===== src/rtl/batalha_pkg.sv =====
// Shared definitions for the battleship piece stages.
// Holds the board size, ship type codes, the ship length table, the validator
// FSM states, the player index type and the latched ship request payload.
package batalha_pkg;

    localparam int unsigned N          = 10;
    localparam int unsigned COORD_W    = 4;
    localparam int unsigned CELL_W     = 5;
    localparam int unsigned TIPO_W     = 3;
    localparam int unsigned PECA_IDX_W = 3;

    localparam logic [TIPO_W-1:0] SUBMARINO    = 3'd0;
    localparam logic [TIPO_W-1:0] CRUZADOR     = 3'd1;
    localparam logic [TIPO_W-1:0] HIDROAVIAO   = 3'd2;
    localparam logic [TIPO_W-1:0] ENCOURACADO  = 3'd3;
    localparam logic [TIPO_W-1:0] PORTA_AVIOES = 3'd4;

    typedef enum logic [1:0] {
        S_IDLE,
        S_CHECK,
        S_WRITE,
        S_DONE
    } estado_t;

    typedef logic jogador_t;

    typedef struct packed {
        logic [TIPO_W-1:0]  tipo;
        jogador_t           jogador;
        logic [COORD_W-1:0] x;
        logic [COORD_W-1:0] y;
        logic               direcao;
    } peca_t;

    // Number of cells of a ship; 0 for the unused codes.
    function automatic logic [PECA_IDX_W-1:0] comprimento(input logic [TIPO_W-1:0] tipo);
        case (tipo)
            SUBMARINO:    comprimento = 3'd1;
            CRUZADOR:     comprimento = 3'd2;
            HIDROAVIAO:   comprimento = 3'd3;
            ENCOURACADO:  comprimento = 3'd4;
            PORTA_AVIOES: comprimento = 3'd5;
            default:      comprimento = 3'd0;
        endcase
    endfunction

endpackage


===== src/rtl/validador_pecas_if.sv =====
// Request / result / read-port bundle of the piece validator.
// master: placement FSM and game stage side (drives request and read address).
// slave : validador_pecas (returns conflito, done, busy, rd_ocupado).
interface validador_pecas_if;
    import batalha_pkg::*;

    logic                valida;
    logic [TIPO_W-1:0]   tipo;
    logic                jogador;
    logic [COORD_W-1:0]  X1;
    logic [COORD_W-1:0]  Y1;
    logic                direcao;
    logic                limpa;
    logic                conflito;
    logic                done;
    logic                busy;
    logic                rd_jogador;
    logic [COORD_W-1:0]  rd_x;
    logic [COORD_W-1:0]  rd_y;
    logic                rd_ocupado;

    modport master (
        output valida, tipo, jogador, X1, Y1, direcao, limpa,
        output rd_jogador, rd_x, rd_y,
        input  conflito, done, busy, rd_ocupado
    );

    modport slave (
        input  valida, tipo, jogador, X1, Y1, direcao, limpa,
        input  rd_jogador, rd_x, rd_y,
        output conflito, done, busy, rd_ocupado
    );

endinterface


===== src/rtl/celula_peca.sv =====
// Shape table: offset of cell i of a ship relative to its anchor.
// Ports: tipo, direcao, i in; dx_c, dy_c (offsets), last_c (i is the final cell) out.
module celula_peca
    import batalha_pkg::*;
(
    input  logic [TIPO_W-1:0]     tipo,
    input  logic                  direcao,
    input  logic [PECA_IDX_W-1:0] i,
    output logic [PECA_IDX_W-1:0] dx_c,
    output logic [PECA_IDX_W-1:0] dy_c,
    output logic                  last_c
);

    // Straight ships run along the direction; the seaplane is a fixed three-cell V.
    always_comb begin
        dx_c   = '0;
        dy_c   = '0;
        last_c = (i == comprimento(tipo) - 3'd1);
        if (tipo == HIDROAVIAO) begin
            case (i)
                3'd1: begin
                    dx_c = 3'd1;
                    dy_c = 3'd1;
                end
                3'd2: begin
                    if (direcao) dy_c = 3'd2;
                    else         dx_c = 3'd2;
                end
                default: ;
            endcase
        end else if (direcao) begin
            dy_c = i;
        end else begin
            dx_c = i;
        end
    end

endmodule


===== src/rtl/validador_pecas.sv =====
// Validates one ship per valida rising edge against the selected player's board
// and, if every cell is free and in range, commits it. Owns both boards.
// Ports: clk, reset (async, active low), bus (validador_pecas_if.slave):
//   request valida/tipo/jogador/X1/Y1/direcao, limpa (clear, idle only),
//   result conflito/done/busy, read port rd_jogador/rd_x/rd_y -> rd_ocupado.
module validador_pecas
    import batalha_pkg::*;
#(
    parameter int unsigned N = batalha_pkg::N
) (
    input  logic             clk,
    input  logic             reset,
    validador_pecas_if.slave bus
);

    localparam int unsigned BOARD_W = N * N;
    localparam int unsigned ADDR_W  = $clog2(BOARD_W);

    estado_t                 state_q, state_d;
    peca_t                   peca_q;
    logic [PECA_IDX_W-1:0]   i_q, i_d;
    logic                    valida_q;
    logic                    conflito_q, conflito_d;
    logic                    done_q, busy_q;
    logic [1:0][BOARD_W-1:0] board_q;

    logic                    start_c, lat_en_c, wr_en_c, clr_c;
    logic [PECA_IDX_W-1:0]   dx_c, dy_c;
    logic                    last_c;
    logic [CELL_W-1:0]       x_c, y_c;
    logic [ADDR_W-1:0]       idx_c, rd_idx_c;
    logic                    fora_c, conflito_cel_c, rd_fora_c;

    celula_peca u_celula (
        .tipo    (peca_q.tipo),
        .direcao (peca_q.direcao),
        .i       (i_q),
        .dx_c    (dx_c),
        .dy_c    (dy_c),
        .last_c  (last_c)
    );

    // Cell coordinates one bit wider than the anchor so overflow past N is visible.
    assign x_c            = CELL_W'(peca_q.x) + CELL_W'(dx_c);
    assign y_c            = CELL_W'(peca_q.y) + CELL_W'(dy_c);
    assign fora_c         = (x_c >= CELL_W'(N)) || (y_c >= CELL_W'(N));
    assign idx_c          = ADDR_W'(y_c) * ADDR_W'(N) + ADDR_W'(x_c);
    assign conflito_cel_c = fora_c || board_q[peca_q.jogador][idx_c];

    assign start_c = bus.valida & ~valida_q;

    // Read port for the game stage; out-of-range addresses read as empty.
    assign rd_fora_c      = (bus.rd_x >= COORD_W'(N)) || (bus.rd_y >= COORD_W'(N));
    assign rd_idx_c       = ADDR_W'(bus.rd_y) * ADDR_W'(N) + ADDR_W'(bus.rd_x);
    assign bus.rd_ocupado = !rd_fora_c && board_q[bus.rd_jogador][rd_idx_c];

    assign bus.conflito = conflito_q;
    assign bus.done     = done_q;
    assign bus.busy     = busy_q;

    // Next state: check every cell first, write only after all passed.
    always_comb begin
        state_d    = state_q;
        i_d        = i_q;
        conflito_d = conflito_q;
        lat_en_c   = 1'b0;
        wr_en_c    = 1'b0;
        clr_c      = 1'b0;
        case (state_q)
            S_IDLE: begin
                clr_c = bus.limpa;
                if (start_c) begin
                    lat_en_c   = 1'b1;
                    i_d        = '0;
                    conflito_d = 1'b0;
                    if (bus.tipo > PORTA_AVIOES) begin
                        conflito_d = 1'b1;
                        state_d    = S_DONE;
                    end else begin
                        state_d = S_CHECK;
                    end
                end
            end
            S_CHECK: begin
                if (conflito_cel_c) begin
                    conflito_d = 1'b1;
                    state_d    = S_DONE;
                end else if (last_c) begin
                    i_d     = '0;
                    state_d = S_WRITE;
                end else begin
                    i_d = i_q + PECA_IDX_W'(1);
                end
            end
            S_WRITE: begin
                wr_en_c = 1'b1;
                if (last_c) state_d = S_DONE;
                else        i_d     = i_q + PECA_IDX_W'(1);
            end
            S_DONE: begin
                state_d = S_IDLE;
            end
            default: begin
                state_d = S_IDLE;
            end
        endcase
    end

    // State, latched request, registered outputs and both boards.
    always_ff @(posedge clk or negedge reset) begin
        if (!reset) begin
            state_q    <= S_IDLE;
            i_q        <= '0;
            valida_q   <= 1'b0;
            conflito_q <= 1'b0;
            done_q     <= 1'b0;
            busy_q     <= 1'b0;
            peca_q     <= '0;
            board_q    <= '0;
        end else begin
            state_q    <= state_d;
            i_q        <= i_d;
            valida_q   <= bus.valida;
            conflito_q <= conflito_d;
            done_q     <= (state_d == S_DONE);
            busy_q     <= (state_d != S_IDLE);
            if (lat_en_c) begin
                peca_q <= '{tipo: bus.tipo, jogador: bus.jogador, x: bus.X1,
                            y: bus.Y1, direcao: bus.direcao};
            end
            if (wr_en_c) begin
                board_q[peca_q.jogador][idx_c] <= 1'b1;
            end else if (clr_c) begin
                board_q <= '0;
            end
        end
    end

endmodule

===== src/flat_wrapper.sv =====
// flat-port wrapper written by rule: the top's interface ports become plain ports
module validador_pecas_flat import batalha_pkg::*;
#(
    parameter int unsigned N = batalha_pkg::N
)
  (clk, reset, bus_valida, bus_tipo, bus_jogador, bus_X1, bus_Y1, bus_direcao, bus_limpa, bus_rd_jogador, bus_rd_x, bus_rd_y, bus_conflito, bus_done, bus_busy, bus_rd_ocupado);
  validador_pecas_if bus_i ();
  input  logic clk;
  input  logic reset;
  input wire logic [$bits(bus_i.valida)-1:0] bus_valida;
  input wire logic [$bits(bus_i.tipo)-1:0] bus_tipo;
  input wire logic [$bits(bus_i.jogador)-1:0] bus_jogador;
  input wire logic [$bits(bus_i.X1)-1:0] bus_X1;
  input wire logic [$bits(bus_i.Y1)-1:0] bus_Y1;
  input wire logic [$bits(bus_i.direcao)-1:0] bus_direcao;
  input wire logic [$bits(bus_i.limpa)-1:0] bus_limpa;
  input wire logic [$bits(bus_i.rd_jogador)-1:0] bus_rd_jogador;
  input wire logic [$bits(bus_i.rd_x)-1:0] bus_rd_x;
  input wire logic [$bits(bus_i.rd_y)-1:0] bus_rd_y;
  output wire logic [$bits(bus_i.conflito)-1:0] bus_conflito;
  output wire logic [$bits(bus_i.done)-1:0] bus_done;
  output wire logic [$bits(bus_i.busy)-1:0] bus_busy;
  output wire logic [$bits(bus_i.rd_ocupado)-1:0] bus_rd_ocupado;
  assign bus_i.valida = bus_valida;
  assign bus_i.tipo = bus_tipo;
  assign bus_i.jogador = bus_jogador;
  assign bus_i.X1 = bus_X1;
  assign bus_i.Y1 = bus_Y1;
  assign bus_i.direcao = bus_direcao;
  assign bus_i.limpa = bus_limpa;
  assign bus_i.rd_jogador = bus_rd_jogador;
  assign bus_i.rd_x = bus_rd_x;
  assign bus_i.rd_y = bus_rd_y;
  assign bus_conflito = bus_i.conflito;
  assign bus_done = bus_i.done;
  assign bus_busy = bus_i.busy;
  assign bus_rd_ocupado = bus_i.rd_ocupado;
  validador_pecas #(.N(N)) u_core (.clk(clk), .reset(reset), .bus(bus_i));
endmodule

===== config.mk =====
export PLATFORM = sky130hd
export DESIGN_NAME = validador_pecas_flat
export DESIGN_NICKNAME = d
export VERILOG_FILES = /design/src/rtl/batalha_pkg.sv /design/src/rtl/validador_pecas_if.sv /design/src/rtl/celula_peca.sv /design/src/rtl/validador_pecas.sv /design/src/flat_wrapper.sv
export SDC_FILE = /design/constraint.sdc
export NUM_CORES = 1
export LEC_CHECK = 0
export ABC_CLOCK_PERIOD_IN_PS = 8500
export CAP_MARGIN = 20
export CORE_MARGIN = 1
export CORE_UTILIZATION = 47
export DETAILED_ROUTE_END_ITERATION = 12
export GPL_TIMING_DRIVEN = 0
export SLEW_MARGIN = 5
export SYNTH_ARGS = -nofsm -noshare
export SYNTH_HDL_FRONTEND = slang
export SYNTH_SLANG_ARGS = --single-unit

===== constraint.sdc =====
create_clock -name clk -period 8.5 [get_ports clk]
set_input_delay 1.7 -clock clk [delete_from_list [all_inputs] [get_ports clk]]
set_output_delay 1.7 -clock clk [all_outputs]
set_load 0.02 [all_outputs]

==> results.yml, run 1 <==
logic_synthesis:
  synth.avg_cell_area_um2: 11.5
  ys_seq_elements: 222
  yosysSeqAreaShare_pct: 44.6
  synth_edf_count: 0
  yosysTopAreaCell: "dfrtp_1"
  synth_area_mm2: 0.0125
  synth_cells: 1088
  async_reset_ff_share_pct: 100
  ys_types: 56
  yosys-top-cells-area: "dfrtp_1 45%, mux4_2 19%, o21ai_0 5.9%"
  synth_top_area_share_pct: 44.6
  syn_nets: 1148
  yosys_warnings: 0
  synth_ff_type: "dfrtp_1"
layout:
  drive_gt1_share_pct: 16.8
  final-seq-area_mm2: 0.00556
  nets: 1205
  multi_input_area_mm2: 0.00649
  n_fill_cell: 2284
  n_antenna_cell: 0
  area_growth_pct: 13.5
worst_setup_path:
  crit_required_ns: 6.80
  cp-end-kind: "output port"
  path_cells: "clkdlybuf4s50_1 > ha_1 > fa_1 > xor2_2 > clkbuf_1 > mux4_2 > mux4_2 > mux4_2 > and3_1 > clkdlybuf4s50_1"
  crit_top_cell: "mux4_2"
  reg2reg_depth: 22
  cp_max_fo: 10
  critical_path_class: "primary input to output port"
  crit_slowest_cell: "clkbuf_1"
  slowest_delay_ns: 0.74
  cp-start-kind: "primary input"
  worst_ep_arrival_time_ns: 6.53
floorplan:
  rows: 59
  die_area_mm2: 0.0272
  die_h_um: 165
  die_x_um: 165
  io_pins: 30
  coreArea_mm2: 0.0261
  initial_utilization_pct: 47.8
timing:
  slew_headroom_pct: 25.0
  fin_crit_ns: 8.23
  finalSetupTns_ns: 0
  slew_violations: 0
  worst_pin_slew_ns: 1.12
  finClkSkew_ns: 0.0224
  hold_viol: 0
  max_freq_mhz: 121
  setup_viol: 0
  period_share_pct: 96.9
  rsz0062_at_grt: "no"
placement:
  dp_hpwl_um: 27600
  portBuffers: 27
  gp_congestion: 0.935
global_route:
  antenna_found_initial: 2
  grt_pass1_wl_um: 61700
  grt.overflow.total: 0
  grt_max_degree: 102
  grt_pass1_vias: 9642
  grt_util_all_layers_pct: 31.4
clock_network:
  cts.repair.resized: 0
  cts_tree: "done"
  clockRootBuffer: "clkbuf_16"
  clock_sinks: 222
  cts_buffer_depth: 3
  cts_buffers: 25
  cts_htree_levels: 1
  clk_latency_ns: 0.54
  post_cts_buffers: 0
  hold_buffers: 0
  clkTransAtPathRegs_ns: 0.06
status:
  status: "completed"
routing:
  route.detailed.drc: 0
  dr.pass1.iters: 6
  wirelength_um: 40800
  drt_iter0_drc: 1113
  wl_per_cell_um: 27.2
  vias_per_cell: 6.57
  antenna_left: 0
  via_count: 9844
worst_hold_path:
  hp-class: "flop to flop"
  hold_depth: 2
run:
  maxCapViolations: 0
registers in the layout (all words and copies together) (netlist names):
register,flops
u_core.valida_q,1
u_core.bus.conflito,1
u_core.i_q,3
u_core.state_q,2
u_core.board_q,200
u_core.bus.done,1
u_core.peca_q,13
u_core.bus.busy,1
per-layer routing:
layer	vias to the layer above	share of wire (%)	global-route usage, %	wire length, µm
met4	4	4.2	11.8	1690
met3	121	10	7.56	4150
met2	540	44	46.7	17900
li1	4157	-	-	-
met5	-	0.066	0	27
met1	5022	42	44.6	17000
layout make-up:
class | count | share of cell area (%)
multi-input combinational | 760 | 45.9
sequential | 222 | 39.3
clock buffer | 36 | 5.28
tap | 335 | 2.96
timing repair buffer | 30 | 2.37
buffer | 78 | 2.22
clock inverter | 9 | 1.22
inverter | 28 | 0.743
worst paths after layout:
path	start	to	slack [ns]
hold / removal	u_core.board_q[103]	u_core.board_q[103]	0.50
setup reg to reg	u_core.peca_q[10]	u_core.i_q[1]	2.04
setup / recovery	bus_rd_y[0]	bus_rd_ocupado	0.27
min in group asynchronous	reset	u_core.board_q[173]	1.02
max in group asynchronous	reset	u_core.board_q[126]	6.63
hold reg to reg	u_core.board_q[103]	u_core.board_q[103]	0.50
critical path: cells and delay by family:
family                   cells  cell delay [ns]
XOR/XNOR                     1             0.62
adder cells (fa/ha/maj)      2             0.67
buffers and inverters        3             1.69
multiplexers                 3             1.66
AND/OR/NAND/NOR              1             0.19
cells by family (layout without fill, tap and decap cells):
family	count (synthesis)	in the layout	share of synthesized area [%]
adders and majority gates	34	34	3.78
muxes	144	144	22.4
xor gates and xnor gates	23	23	1.62
AOI/OAI and AO/OA	284	284	14.7
and+or+nand+nor	275	275	9.52
buffers and inverters	106	181	3.36
DFF	222	222	44.6
metrics by stage:
| stage | cells | area [µm²] | hold slack, ns | utilization, % | worst slack, ns |
|---|---|---|---|---|---|
| final | 1498 | 14100 | 0.501 | 54.3 | 0.266 |
| after global routing | 1498 | 14100 | 0.515 | 54.3 | 0.218 |
| after CTS | 1498 | 14100 | 0.499 | 54.2 | 0.103 |
| after detailed placement | 1453 | 13200 | 0.490 | 50.7 | 0.103 |
| after global placement | 1450 | 13100 | 0.473 | 50.5 | -3.92 |
| after floorplan | 1088 | 12500 | 0.461 | - | 2.04 |
synth_stat cells (8+ instances only):
| master | count |
|---|---|
| a211oi_1 | 9 |
| a21oi_1 | 15 |
| a22o_1 | 62 |
| a22oi_1 | 10 |
| buf_2 | 17 |
| clkbuf_1 | 55 |
| dfrtp_1 | 222 |
| ha_1 | 28 |
| inv_1 | 28 |
| mux2_2 | 19 |
| mux2i_1 | 19 |
| mux4_2 | 106 |
| nand2_1 | 180 |
| nand2b_1 | 8 |
| nand3_1 | 12 |
| nor2_1 | 30 |
| nor2b_1 | 15 |
| nor3_1 | 9 |
| o21ai_0 | 148 |
| xnor2_1 | 15 |
| xor2_1 | 8 |
placed cells by master, fill, tap and decap left out, types with 4 or more instances in the layout:
cell type	instances
a22oi_1	10
a211oi_1	9
mux4_2	106
xor2_1	7
nand2_1	180
dfrtp_1	222
clkbuf_1	58
nand2b_1	8
nor3_1	9
inv_1	28
clkbuf_16	25
mux2i_1	19
buf_1	6
o21ai_0	148
nand3_1	12
bufinv_16	5
clkdlybuf4s50_1	26
mux2_2	19
a21oi_1	15
fa_1	6
ha_1	28
nor2b_1	15
xnor2_1	15
o211ai_1	6
a21o_1	5
buf_2	18
clkbuf_8	8
nor2_1	30
a22o_1	62
a32o_1	4
nand3b_1	5
Power of run 1 is left out: the tool's default activity adds up to more than one toggle a clock period on the data nets, which glitch-free logic cannot reach.
==> inputs of run 2 (changes only) <==
--- a/config.mk
+++ b/config.mk
@@ -8,9 +8,11 @@
 export ABC_CLOCK_PERIOD_IN_PS = 8500
 export CAP_MARGIN = 20
 export CORE_MARGIN = 1
-export CORE_UTILIZATION = 47
+export CORE_UTILIZATION = 40
 export DETAILED_ROUTE_END_ITERATION = 12
 export GPL_TIMING_DRIVEN = 0
+export HOLD_SLACK_MARGIN = 0.08
+export PLACE_DENSITY_LB_ADDON = 0.15
 export SLEW_MARGIN = 5
 export SYNTH_ARGS = -nofsm -noshare
 export SYNTH_HDL_FRONTEND = slang
==> run 2 against run 1 <==
  * Worst hold slack worse by 0.0020 ns
  * Register-to-register slack hardly changed
  * Via count about the same
  * Maximum frequency is 1.0% lower
  * First-iteration DRC count increased by 8.1%
  * Critical path type unchanged
  * Largest cell class unchanged
==> results.yml, run 2 (synthesis results as in run 1) <==
clock_network:
  hold_buffers: 0
  clockRootBuffer: "clkbuf_16"
  clock_sinks: 222
  cts_htree_levels: 1
  cts_buffers: 27
  cts_buffer_depth: 3
  clkTransAtPathRegs_ns: 0.06
  cts_tree: "done"
  clk_latency_ns: 0.54
routing:
  wirelength_um: 42200
  route.detailed.drc: 0
  via_count: 9852
  drt_iter0_drc: 1203
  dr.pass1.iters: 5
  vias_per_cell: 6.30
  wl_per_cell_um: 27.0
  antenna_left: 0
timing:
  slew_headroom_pct: 22.0
  period_share_pct: 97.9
  max_freq_mhz: 120
  worst_pin_slew_ns: 1.17
  whs_ns: 0.499
  slew_violations: 0
  finalSetupTns_ns: 0
  fin_crit_ns: 8.32
  finClkSkew_ns: 0.00810
  rsz0062_at_grt: "no"
  setup_viol: 0
  hold_viol: 0
global_route:
  grt_util_all_layers_pct: 27.5
  antenna_found_initial: 1
  grt.overflow.total: 0
  grt_pass1_wl_um: 63100
  grt_pass1_vias: 9668
  grt_max_degree: 96
layout:
  largest-register: "u_core.board_q"
  top_regs: "u_core.board_q x200, u_core.peca_q x13, u_core.i_q x3"
  most-common-layout-cells: "222 x dfrtp_1, 180 x nand2_1, 148 x o21ai_0"
  n_antenna_cell: 0
  largest_reg_flops: 200
  nets: 1207
  mostFrequentLayoutCell: "dfrtp_1"
  drive_gt1_share_pct: 17.2
  area_growth_pct: 14.8
  final_cells: 1563
  n_fill_cell: 2836
status:
  status: "completed"
floorplan:
  initial_utilization_pct: 40.7
  die_area_mm2: 0.0319
  coreArea_mm2: 0.0306
  die_x_um: 178
  io_pins: 30
  rows: 64
  die_h_um: 178
worst_setup_path:
  worst_ep_arrival_time_ns: 6.62
  crit_required_ns: 6.80
  slowest_delay_ns: 0.79
  crit_top_cell: "mux4_2"
  path_cells: "clkdlybuf4s50_1 > ha_1 > fa_1 > xor2_2 > clkbuf_1 > mux4_2 > mux4_2 > mux4_2 > and3_1 > clkdlybuf4s50_1"
  crit_buf_inv: 3
  critical_path_class: "primary input to output port"
  cp-start-kind: "primary input"
  path_delay_family: "buffers and inverters"
  cp_max_fo: 10
  cp-end-kind: "output port"
  crit_slowest_cell: "clkbuf_1"
placement:
  portBuffers: 27
  dp_hpwl_um: 28700
  place_inst: 1514
  gp_congestion: 0.921
worst_hold_path:
  hp-class: "flop to flop"
run:
  maxCapViolations: 0
run 2: cell types whose count changed in the layout (fill, tap and decap cells not counted), sizes merged:
cell,change
bufinv,+1
clkinvlp,-1
clkinv,+5
clkbuf,-1
run 2: layer usage:
layer  global-route usage, %  wire, µm  vias to the layer above
li1                        -         -                     4159
met1                    39.5     17900                     5056
met2                    41.5     18800                      534
met3                    5.16      4010                      101
met4                    9.57      1510                        2
met5                       0        13                        -
run 2: worst paths after layout:
| path | startpoint | endpoint | slack, ns | depth (start not counted) |
|---|---|---|---|---|
| setup / recovery | bus_rd_y[0] | bus_rd_ocupado | 0.18 | 10 |
| hold / removal | u_core.board_q[73] | u_core.board_q[73] | 0.50 | 2 |
| setup reg to reg | u_core.peca_q[10] | u_core.i_q[1] | 2.04 | 22 |
| hold reg to reg | u_core.board_q[73] | u_core.board_q[73] | 0.50 | 2 |
| max in group asynchronous | reset | u_core.i_q[1] | 6.26 | 3 |
| min in group asynchronous | reset | u_core.board_q[172] | 1.02 | 1 |
run 2: layout make-up:
class	count	area [µm²]	share of cell area [%]
tap	396	495	3.47
multi-input combinational	760	6490	45.4
clock inverter	14	224	1.57
inverter	28	105	0.735
sequential	222	5560	38.9
buffer	78	314	2.20
clock buffer	35	776	5.43
timing repair buffer	30	335	2.35
run 2: timing repair:
item / CTS / global route
endpoints found under the setup margin: 1 / 0
setup buffers: 0 / 0
gates resized for setup: 1 / 0
run 2: through the flow:
| step | utilization (%) | setup WS (ns) | area [µm²] |
|---|---|---|---|
| detailed placement | 43.4 | -0.0651 | 13300 |
| global route | 46.7 | 0.0454 | 14300 |
| floorplan | - | 2.04 | 12500 |
| CTS | 46.7 | 0.221 | 14300 |
| finish | 46.7 | 0.182 | 14300 |
| global placement | 43.2 | -4.13 | 13200 |
run 2: worst register-to-register path: stages (launching register included):
cell and delay, ns:
dfrtp_1 0.42, or3b_2 0.47, clkbuf_1 0.17, nor3b_1 0.21, a21oi_1 0.08, nor2_1 0.15
inv_1 0.08, fa_1 0.48, inv_1 0.07, ha_1 0.18, inv_1 0.06, fa_1 0.47
clkbuf_1 0.27, buf_2 0.34, clkbuf_1 0.64, nand2_1 0.40, nor3_1 0.25, a2111oi_0 0.10
a211oi_1 0.42, o21ai_0 0.27, nand3_2 0.27, a21o_1 0.20, mux2_2 0.34
Power of run 2 is left out for the same reason.
==> RTL change 1 (flow settings as in run 1) <==
The package constant `CELL_W` goes from 5 to 10.
--- a/src/rtl/batalha_pkg.sv
+++ b/src/rtl/batalha_pkg.sv
@@ -5,7 +5,7 @@
 
     localparam int unsigned N          = 10;
     localparam int unsigned COORD_W    = 4;
-    localparam int unsigned CELL_W     = 5;
+    localparam int unsigned CELL_W     = 10;
     localparam int unsigned TIPO_W     = 3;
     localparam int unsigned PECA_IDX_W = 3;
 
Function: same outputs for any inputs over 4 cycles, from zero or initial values and one cycle with reset low; that may be too few to reach the edited logic, so the function may still have changed.
==> RTL change 1 against run 1 <==
  * The run now ends with DRC left
  * Global-route usage fell by 1.7 points
  * Register-to-register slack gained 190 ps
  * Setup slack gained 580 ps
  * Synthesized area rose by 1.3%
  * Sequential cell count is the same
  * Wire length is 2.0% lower
  * Cell area up 1.9%
  * Critical path type unchanged
  * Largest cell class unchanged
  * Highest routed layer unchanged
Power is left out: the tool's default activity adds up to more than one toggle a clock period on the data nets, which glitch-free logic cannot reach.
==> RTL change 1: results (changes against run 1) <==
* R2r endpoint: u_core.i_q[0]
* Resize count post-CTS at 0 (unchanged)
* Layout cells sized above 1 at 17.21% (+0.44 points)
* Worst Path Arrival at 5950 ps (-580 ps)
* Vias in the first global route at 9559 (-0.86%)
* Least-Margin Pin Slew at 1127 ps (+6.078 ps)
* Largest net degree at the start of global routing at 109 (+6.9%)
* DP HPWL at 27.63 mm (about the same)
* RR Startpoint: u_core.peca_q[11]
* Failing checks: DRC
* Status: finished with violations
* Async SR Flop Fraction at 100.0% (unchanged)
* GRT Total Usage at 29.71% (-1.7 points)
* Synth area leaders: dfrtp_1, mux4_2, o21ai_0
* Total Routed Length at 39.98 mm (-2.0%)
* Sequential-to-total area share from yosys stat at 44.00% (-0.59 points)
* DR iter-0 viols at 1135 (+2.0%)
* Synth Area in Compound Gates at 14.79% (+0.064 points)
* NumNets Final at 1214 (+0.75%)
* Final clock skew at 11.18 ps (-11.17 ps)
* Crit-path max cell delay at 900 ps (+160 ps)
* Mux share of post-synthesis cell area at 22.26% (-0.15 points)
* Post-Synth XOR/XNOR Area at 1.705% (+0.088 points)
* Adder-Cell Fraction of Synth Area at 3.726% (-0.050 points)
* Residual DRC at 1 (+1)
* R2R depth at 20 (-9.1%)
* Ranking of synthesized cells by instance count: dfrtp_1, nand2_1, o21ai_0
* Routed vias/inst at 6.445 (-1.9%)
* Hold Crit Start: u_core.board_q[55]
* Synth cell types at 66 (+18%)
* Worst R2R Setup Slack at 2230 ps (+190 ps)
* First-pass GRT wire length at 60.95 mm (-1.2%)
* GPL Wtd Cong at 0.9756 (+4.4%)
* Hold Path End: u_core.board_q[55]
* DRT Pass-1 Iters at 9 (+3)
* Fillers at 2237 (-2.1%)
-- RTL change 1: changes by cell type after synthesis, moves of 5 or more --
cell / delta
inv_1: -5
buf_2: -6
clkbuf_1: -9
buf_6: +7
mux4_1: +7
mux2i_1: +15
o22ai_1: +10
mux4_2: -14
-- RTL change 1: stage by stage --
stage | instance area, um2 | std cells | hold slack (ps) | setup slack, ps | util [%]
after floorplan | 12620 | 1095 | 458.1 | 2540 | -
final | 14410 | 1509 | 499.4 | 849.8 | 54.97
after global placement | 13310 | 1457 | 475.5 | -3958 | 50.80
after detailed placement | 13370 | 1459 | 483.8 | 864.5 | 51.03
after global routing | 14410 | 1509 | 526.2 | 713.3 | 54.97
after CTS | 14380 | 1507 | 497.2 | 849.7 | 54.89
-- RTL change 1: final cells by class --
cell class | count | area [um2] | share of cell area (%)
plain buffers | 74 | 401.6 | 2.788
clock buffers | 30 | 706.9 | 4.907
clock inverters | 18 | 302.8 | 2.102
inverters | 23 | 86.33 | 0.5993
multi-input cells | 776 | 6581 | 45.68
flip-flops and latches | 222 | 5555 | 38.56
well taps | 335 | 419.2 | 2.910
repair buffers | 31 | 352.8 | 2.449
-- RTL change 1: worst max path at each step --
stage | from | end | slack, ps | cells after the start
CTS | bus_rd_y[0] | bus_rd_ocupado | 850 | 9
floorplan | bus_rd_y[0] | bus_rd_ocupado | 2540 | 7
detailed placement | bus_rd_y[0] | bus_rd_ocupado | 860 | 9
finish | bus_rd_y[0] | bus_rd_ocupado | 850 | 9
global route | bus_rd_y[0] | bus_rd_ocupado | 710 | 11
global placement | reset | u_core.board_q[153] | -3960 | 1
-- RTL change 1: layer usage --
metal	GRT usage, %	wire [um]	up-vias
met4	12.47	1641	2
met3	7.293	3939	100
met2	45.15	17980	488
met5	0	13	-
met1	40.89	16400	4928
li1	-	-	4208
-- RTL change 1: cells by family (layout without fill, tap and decap cells) --
logic type	after synthesis	count (layout)
fa+ha+maj	34	34
xor+xnor	23	23
buf+inv	97	176
simple gates	276	276
compound gates	291	291
flops	222	222
mux	152	152
-- RTL change 1: worst reg2reg max path, stage by stage, from the launching register on --
cell and delay (ps):
dfrtp_1 410, nor2b_1 200, nand2b_1 170, or3b_2 510
o21ai_0 100, ha_1 190, inv_1 50, fa_1 450
inv_1 70, ha_1 190, inv_1 70, fa_1 600
clkbuf_1 620, mux4_1 420, a211oi_1 430, a2111oi_0 130
o311ai_0 450, and4_1 280, nand3_2 220, a21oi_2 280
mux2_1 340
==> RTL change 2 (flow settings as in run 1) <==
Made on the original files. Reset style: synchronous (`reset`), changed in one clocked block. Comments in the files are not updated.
--- a/src/rtl/validador_pecas.sv
+++ b/src/rtl/validador_pecas.sv
@@ -107,7 +107,7 @@
     end
 
     // State, latched request, registered outputs and both boards.
-    always_ff @(posedge clk or negedge reset) begin
+    always_ff @(posedge clk) begin
         if (!reset) begin
             state_q    <= S_IDLE;
             i_q        <= '0;
Formal check against the unedited RTL: differs if reset is asserted again (counterexample within 4 cycles, from zero or initial values and one cycle with reset low); with reset held inactive, the same outputs for 4 cycles.
==> RTL change 2 against run 1 <==
  * Synthesized area is 2.5% higher
  * First-iteration DRC count is 27% higher
  * Setup slack better by 470 ps
  * Wire length is 9.2% higher
  * Sequential cell count stayed put
  * Cell area is 1.3% higher
  * Count of clock-buffer cells in the layout is 2 lower
  * Sequential share of layout area is 8.3 points lower
  * Critical path type unchanged
  * Register-to-register slack better by 50 ps
==> RTL change 2: results (changes against run 1) <==
* Port Buf Inserts at 28 (+3.7%)
* Layout cells sized above 1 at 13.96% (-2.8 points)
* DP HPWL at 30.71 mm (+11%)
* Fillers at 2396 (+4.9%)
* Sequential-to-total area share from yosys stat at 34.81% (-9.8 points)
* GRT Total Usage at 31.82% (+0.42 points)
* Post-synthesis area per instance at 10.13 um2 (-12%)
* DRT Pass-1 Iters at 8 (+2)
* Total nets after synthesis at 1319 (+15%)
* Leakage power at 4.729 nW
* Mux share of post-synthesis cell area at 18.92% (-3.5 points)
* Largest net degree at the start of global routing at 13 (-87%)
* Final Non-Filler Cells at 1667 (+11%)
* Least-Margin Pin Slew at 1234 ps (+113.6 ps)
* Crit-path max cell delay at 780 ps (+40 ps)
* DP Cell Count at 1624 (+12%)
* Post-Synth XOR/XNOR Area at 1.343% (-0.27 points)
* Synth Area in Compound Gates at 18.95% (+4.2 points)
* Worst Path Arrival at 6070 ps (-460 ps)
* DR iter-0 viols at 1417 (+27%)
* Status: completed
* Critical path's slowest cell: clkbuf_1
* NumNets Final at 1376 (+14%)
* First-pass GRT wire length at 66.41 mm (+7.6%)
* Synth cell types at 73 (+30%)
* Top delay family on crit path: buffers and inverters
* Tcrit/Tclk final at 91.39% (-5.5 points)
* Worst R2R Setup Slack at 2090 ps (+50 ps)
* Final clock skew at 8.132 ps (-14.22 ps)
* Synth area leaders: dfxtp_1, mux4_2, a22oi_1
* Async SR Flop Fraction at 0% (-100 points)
* Antenna violations before repair at 1 (-1)
* Routed vias/inst at 6.588 (+0.26%)
* Ranking of synthesized cells by instance count: dfxtp_1, a22oi_1, nor2b_1
* Worst-case hold slack at 474.1 ps (-27.14 ps)
* GPL Wtd Cong at 0.9661 (+3.4%)
* Post-Place Setup Slack at 819.6 ps (+716.6 ps)
* Routed wire per std cell at 26.72 um (-1.9%)
* Vias in the first global route at 10530 (+9.2%)
* Setup bufs post-CTS at 0 (unchanged)
* Adder-Cell Fraction of Synth Area at 3.587% (-0.19 points)
* Utilization after layout at 54.37% (+0.11 points)
* Placement Cell Area at 13470 um2 (+2.0%)
* CP max FO at 10 (unchanged)
==> RTL change 2: cell types whose count changed in the layout (fill, tap and decap cells not counted), sizes merged, moves of 17 or more <==
| cell | change |
|---|---|
| dfrtp | -222 |
| dfxtp | +222 |
| a22oi | +205 |
| nor2b | +200 |
| o21ai | -133 |
| nand2 | -130 |
| a22o | -61 |
| clkbuf | +43 |
| mux4 | -17 |
==> RTL change 2: worst paths after layout <==
| check | endpoint | depth (start not counted) | from |
|---|---|---|---|
| hold / removal | u_core.peca_q[1] | 2 | u_core.peca_q[1] |
| setup / recovery | bus_rd_ocupado | 11 | bus_rd_jogador |
| setup reg to reg | u_core.bus.busy | 22 | u_core.peca_q[11] |
| hold reg to reg | u_core.peca_q[1] | 2 | u_core.peca_q[1] |
==> RTL change 2: area by class of cell <==
class	instances	area share, %
buffer	135	3.956
timing repair buffer	30	2.061
clock buffer	34	4.742
clock inverter	8	1.170
multi-input combinational	876	53.42
tap	335	2.925
inverter	27	0.7073
sequential	222	31.02
==> RTL change 2: cells by family (layout without fill, tap and decap cells) <==
logic type	Yosys count	count (layout)
AND/OR/NAND/NOR	373	373
AO/OA/AOI/OAI	324	324
flip-flops	222	222
buffers and inverters	162	234
multiplexers	128	128
adder cells (fa/ha/maj)	33	33
XOR/XNOR	18	18
==> RTL change 2: routing by layer <==
metal | GRT usage (%) | share of wire (%) | vias to the layer above
li1 | - | - | 4808
met1 | 42.92 | 41 | 5380
met2 | 49.07 | 44 | 637
met3 | 5.822 | 9.2 | 158
met4 | 15.90 | 5.5 | 0
met5 | 0 | 0 | -
==> RTL change 2: power by group <==
part	internal [mW]	switching (mW)	leakage, nW
Sequential	1.06	0.0158	1.79
Clock	0.706	0.450	0.409
Combinational	0.237	0.581	2.53
